File: config.mk
export PLATFORM = sky130hd
export DESIGN_NAME = cpu_mem_arbiter
export DESIGN_NICKNAME = d
export VERILOG_FILES = /design/src/rtl/cpu_mem_arbiter.sv
export SDC_FILE = /design/constraint.sdc
export NUM_CORES = 1
export LEC_CHECK = 0
export CAP_MARGIN = 30
export CORE_UTILIZATION = 30
export DETAILED_ROUTE_END_ITERATION = 8
export GPL_TIMING_DRIVEN = 1
export MAX_ROUTING_LAYER = met4
export PLACE_DENSITY = 0.6
export SLEW_MARGIN = 20
export SYNTH_ARGS = -nofsm -noshare
export SYNTH_HDL_FRONTEND = slang
export SYNTH_SLANG_ARGS = --single-unit
File: constraint.sdc
create_clock -name clk -period 5.65 [get_ports clk]
set_clock_uncertainty 0.2 [all_clocks]
set_input_delay 0.565 -clock clk [delete_from_list [all_inputs] [get_ports clk]]
set_output_delay 0.565 -clock clk [all_outputs]
set_load 0.005 [all_outputs]
File: src/rtl/cpu_mem_arbiter.sv
`default_nettype none
// cpu_mem_arbiter: serialises split instruction/data CPU requests onto one memory port.
// Define ARB_RR_EN for round-robin tie-breaking; default build gives the data port fixed priority.
module cpu_mem_arbiter (
  input  logic        clk,
  input  logic        rst,
  input  logic        inst_read,
  input  logic [31:0] inst_addr,
  output logic        inst_resp,
  output logic [31:0] inst_rdata,
  input  logic        data_read,
  input  logic        data_write,
  input  logic [3:0]  data_mbe,
  input  logic [31:0] data_addr,
  input  logic [31:0] data_wdata,
  output logic        data_resp,
  output logic [31:0] data_rdata,
  output logic        mem_read,
  output logic        mem_write,
  output logic [3:0]  mem_mbe,
  output logic [31:0] mem_addr,
  output logic [31:0] mem_wdata,
  input  logic        mem_resp,
  input  logic [31:0] mem_rdata
);

  typedef enum logic [1:0] {
    IDLE   = 2'd0,
    BUSY_I = 2'd1,
    BUSY_D = 2'd2,
    DONE   = 2'd3
  } state_t;

  state_t state;
  logic   data_req;
  logic   grant_data;

  assign data_req = data_read | data_write;

`ifdef ARB_RR_EN
  logic last_grant;  // 0 = inst, 1 = data
  assign grant_data = data_req & (~inst_read | ~last_grant);
`else
  // Data wins ties: the older instruction further down the pipeline must drain first.
  assign grant_data = data_req;
`endif

  always_ff @(posedge clk or posedge rst) begin
    if (rst) begin
      state      <= IDLE;
      inst_resp  <= 1'b0;
      data_resp  <= 1'b0;
      inst_rdata <= 32'h0;
      data_rdata <= 32'h0;
      mem_read   <= 1'b0;
      mem_write  <= 1'b0;
      mem_mbe    <= 4'h0;
      mem_addr   <= 32'h0;
      mem_wdata  <= 32'h0;
`ifdef ARB_RR_EN
      last_grant <= 1'b0;
`endif
    end else begin
      inst_resp <= 1'b0;
      data_resp <= 1'b0;
      case (state)
        IDLE: begin
          if (grant_data) begin
            // A simultaneous read+write is illegal and is served as a write.
            mem_write <= data_write;
            mem_read  <= ~data_write;
            mem_addr  <= data_addr;
            mem_mbe   <= data_mbe;
            mem_wdata <= data_wdata;
            state     <= BUSY_D;
`ifdef ARB_RR_EN
            last_grant <= 1'b1;
`endif
          end else if (inst_read) begin
            mem_read  <= 1'b1;
            mem_write <= 1'b0;
            mem_addr  <= inst_addr;
            mem_mbe   <= 4'hF;
            state     <= BUSY_I;
`ifdef ARB_RR_EN
            last_grant <= 1'b0;
`endif
          end
        end
        BUSY_I: begin
          if (mem_resp) begin
            mem_read   <= 1'b0;
            inst_rdata <= mem_rdata;
            inst_resp  <= 1'b1;
            state      <= DONE;
          end
        end
        BUSY_D: begin
          if (mem_resp) begin
            if (mem_read) data_rdata <= mem_rdata;
            mem_read  <= 1'b0;
            mem_write <= 1'b0;
            data_resp <= 1'b1;
            state     <= DONE;
          end
        end
        // The requester still holds its request here, so no grant is made.
        DONE:    state <= IDLE;
        default: state <= IDLE;
      endcase
    end
  end

endmodule
`default_nettype wire

Word level (Yosys, flattened, before mapping)
Index checks and enable logic that the tools add are counted. Widths: inputs -> output; s select.

Register bits: 138. Bits of input ports: 138. Output and inout bits: 136. Memories kept: 0. RAM bits: 0. Latch bits: 0. Bits in read-only memories: 0. Logic and storage cells: 48.

Shift-type cells: 0. Mux-type cells: 18. Reduce and logical (&&, ||, !) cells: 12. Bitwise logic cells: 2. Multiply operators: 0. Eq/ne operators: 6. Add/sub/neg operators: 0. $lt $le $gt $ge: 0. Divide/modulo/power cells: 0.

Operator list (number): $mux 32 (2); $reduce_and 3->1 (3); $mux 1 (8); $mux 4 (2); $reduce_and 2->1 (4); $mux 2 (3); $pmux 2 s3 (1); $reduce_bool 2->1 (3); $eq 2x2->1 const B (2); $pmux 1 s2 (2); $ne 3x3->1 const B (1); $eq 2x1->1 const B (1); $logic_not 2->1 (1); $ne 2x1->1 const B (1); $ne 2x2->1 const B (1); $reduce_or 2->1 (1); $not 1->1 (1); $or 1x1->1 (1).

Logic depth before layout (Yosys ltp)
Word-level depth: 4. Gate-level depth with buffers: 7. Gate-level depth less buffers: 5.

Worst setup path after synthesis
No wires, ideal clock.

Path type: input port to flip-flop. Start point: in data_write. End point: reg mem_wdata[10]. Buffers on the path: 2. Slack: 3845 ps. Required time: 5325 ps. Arrival time: 1481 ps. Library setup time: 125 ps. Cell stages on the path: 4. Cells stage by stage: buf_4 -> o21ai_4 -> buf_4 -> mux2_2.

Cells in the longest elaborated chain, start to end: 2.

Ends and longest elaborated chain: start, declared (line 12) `input logic data_write,`; $or 1x1->1 (line 38) `assign data_req = data_read | data_write;`; $reduce_and 2->1 (no line); end signal, assigned (line 74) `mem_wdata <= data_wdata;`; end, declared (line 22) `output logic [31:0] mem_wdata,`.

Every way passes these cells. A chain may end at the register's enable or synchronous reset.

Final worst setup path
Start point: in data_write. End point: reg mem_addr[21].

Cells in the longest elaborated chain, start to end: 3. Elaborated cells on any way between the ends: 4. Classes of those cells: mux (1); bitwise (1); reduce/logical (2).

Ends and longest elaborated chain: $or 1x1->1 (*) (line 38); $reduce_bool 2->1 (no line); $reduce_and 2->1 (no line); end signal, assigned (line 72) `mem_addr <= data_addr;`; end signal, assigned (line 82) `mem_addr <= inst_addr;`; end, declared (line 21) `output logic [31:0] mem_addr,`.

Mark *: on every way between the ends. The rest lies on a longest branch, timed or not.

==> results_dict.tcl <==
set metrics [dict create \
    status "finished, final reports clean" \
    synthArstFlopShare_pct 100.0 \
    timing.rr.start "state[0]$_DFFE_PP0P_" \
    synth_adder_area_share_pct 1.129 \
    avgSynthCellArea_um2 14.39 \
    final_nets 806 \
    required_ns 5.72 \
    clock_path_buffers 2 \
    clock-sinks 138 \
    ys_warn_count 0 \
    ff_latch_area_um2 3453 \
    worst_slack_ns 3.429 \
    hold_class "register to register" \
    holdBufCountCts 0 \
    antenna_found_initial 0 \
    rrSetupSlack_ns 3.58 \
    synth_top_family_by_area "multiplexers" \
    vias_per_cell 4.478 \
    drt-wirelength-per-cell_um 16.00 \
    grt_setup_unrepaired "false" \
    final_max_slew_viol_count 0 \
    cts_buffers 17 \
    grt_first_pass_wirelength_mm 22.18 \
    place_congestion 0.7594 \
    ys_ff_latch 138 \
    relSlewSlack_pct 42.96 \
    total_power_w 0.004868 \
    drive_gt1_share_pct 20.18 \
    multi_input_area_um2 1952 \
    htreeDepth 4 \
    area_growth_pct 64.98 \
    hold_start "mem_addr[9]$_DFFE_PP0P_" \
    coreArea_um2 18020 \
    r2r_cells 6 \
    die_y_um 137.9 \
    power_density_nw_per_um2 532.4 \
    cpLargestDelayFamily "buffers and inverters" \
    drt_iter0_drc 129 \
    design.die.area_um2 19020 \
    path_cells "clkdlybuf4s50_1 -> nor2_4 -> buf_16 -> mux2i_1 -> o21ai_0" \
    r2r-end "data_rdata[12]$_DFFE_PP0P_" \
    drv_cap 0 \
    clk_latency_ns 0.40 \
    grt_overflow 0 \
    startpoint_type "input pin" \
    fin_crit_ns 2.221 \
    setup_viol 0 \
    netlist_area_um2 5542 \
    synth_compound_area_share_pct 4.922 \
    die_x_um 137.9 \
    seq_area_frac_synth_pct 62.32 \
    cp_data_arrival_time_ns 2.29 \
    worstHoldEndpoint "mem_addr[9]$_DFFE_PP0P_" \
    critical-path-slowest-cell "clkdlybuf4s50_1" \
    setup_tns_ns 0 \
    cp-end-kind "register" \
    hold_viol 0 \
    post-route-period-util_pct 39.30 \
    yosys.cell_types.count 24 \
    io_buffer_count 273 \
    vias 4044 \
    io_pins 274 \
    diodes 0 \
    wl_mm 14.44 \
    root_buffer "clkbuf_16" \
    preCtsSetupSlack_ns 2.964 \
    synth_edf_count 0 \
    rows 49 \
    first_pass_iters 4 \
    synth_fp_nets 528 \
    muxShareOfSynthArea_pct 26.06 \
    fmax_ghz 0.4503 \
    whs_path_depth 2 \
    cts_resized 0 \
    detail-route-antenna-nets 0 \
    syn_inst 385 \
    worstSetupPathType "input pin to register" \
    initial_core_util_pct 30.74 \
    irDropWorstVdd_mv 0.2442 \
    startpoint "data_write" \
    cts_tree "yes" \
    postCtsSetupBuffers 0 \
    grtUsageTotal_pct 15.98 \
    worstMarginPinSlew_ns 0.8556 \
    synth_xor_area_share_pct 0 \
    crit_fanout 19 \
    n_fill_cell 1576 \
    drc 0 \
    clkTransAtPathRegs_ns 0.06 \
    worst-path-buf-inv 2 \
    dp_hpwl_mm 10.48 \
    grt_pass1_vias 4332 \
    p_leak_nw 3.853 \
    slowest_delay_ns 0.58 \
    grt_max_degree 94 \
    ys.flop_type "dfrtp_1" \
    yosys.area_share.simple_pct 3.116 \
]
registers in the layout (all words and copies together) (netlist names):
name	flops
data_resp	1
inst_rdata	32
state	2
mem_addr	32
mem_write	1
mem_wdata	32
mem_mbe	4
mem_read	1
data_rdata	32
inst_resp	1
where the power goes:
group | total (W) | internal (W) | switching (W)
sequential | 0.00173 | 0.00148 | 0.000245
combinational | 0.00200 | 0.00134 | 0.000662
clock | 0.00114 | 0.000728 | 0.000411
total | 0.00487 | 0.00355 | 0.00132
stage by stage:
step | cell area (um2) | util (%) | hold slack [ns] | std cells
after floorplan | 5542 | - | 0.2733 | 385
after global placement | 8478 | 47.04 | 0.2648 | 871
after detailed placement | 8533 | 47.34 | 0.2693 | 873
after CTS | 9143 | 50.72 | 0.2832 | 903
after global routing | 9143 | 50.72 | 0.3065 | 903
final | 9143 | 50.72 | 0.2769 | 903
cells in the final DEF, fill, tap and decap left out, drive strengths merged:
cell,instances
o31ai,1
ha,5
inv,7
o22a,4
dfrtp,138
mux2i,34
bufinv,3
buf,6
a22o,2
nand2,34
nor3,1
and2b,1
a211oi,1
clkinvlp,3
a21oi,3
nor2,3
and2,1
clkinv,1
clkbuf,21
clkdlybuf4s50,273
mux2,98
o21ai,33
nor2b,1
per-layer routing:
metal / share of wire, % / vias to the layer above / track usage (%)
li1: - / 1907 / -
met1: 40 / 1949 / 18.03
met2: 50 / 164 / 26.33
met3: 7.5 / 24 / 4.715
met4: 2.4 / 0 / 6.824
met5: 0 / - / -
how the worst max path moves through the flow:
stage / endpoint / slack, ns / cells after the start
floorplan: data_rdata[0]$_DFFE_PP0P_ / 1.19 / 1
global placement: state[1]$_DFFE_PP0P_ / 2.67 / 4
detailed placement: mem_addr[21]$_DFFE_PP0P_ / 2.96 / 5
CTS: mem_addr[11]$_DFFE_PP0P_ / 3.41 / 5
global route: inst_rdata[15]$_DFFE_PP0P_ / 3.27 / 3
finish: mem_addr[21]$_DFFE_PP0P_ / 3.43 / 5
final cells by class:
cell class	count	area share, %
clock inverter	9	1.519
inverter	5	0.2600
timing repair buffer	279	30.82
tap	229	3.134
multi-input combinational	222	21.35
sequential	138	37.77
clock buffer	21	5.146
synthesized netlist by cell type (2+ instances only):
cell type	instances	area share, %
o21ai_1	5	0.45
dfrtp_1	138	62
mux2i_1	34	6.1
buf_2	11	0.99
mux2_1	2	0.41
a22o_1	2	0.32
a21oi_1	3	0.27
inv_1	5	0.34
ha_1	5	1.1
buf_4	7	0.95
clkbuf_2	2	0.18
mux2_2	96	20
o22a_1	4	0.63
nor2_1	2	0.14
nand2_1	34	2.3
o21ai_0	27	2.4
worst reg2reg max path, stage by stage (launching register included):
cell and delay, ns:
dfrtp_1 0.37, inv_1 0.10, ha_1 0.22, and2_1 0.19
nand2_1 0.07, buf_4 0.39, mux2_2 0.43
kinds of logic (layout without fill, tap and decap cells):
logic type | after synthesis | after routing
adders and majority gates | 5 | 5
DFF | 138 | 138
AOI/OAI and AO/OA | 44 | 44
muxes | 132 | 132
buffers and inverters | 25 | 314
and+or+nand+nor | 41 | 41
(Power assumes the default switching activity.)
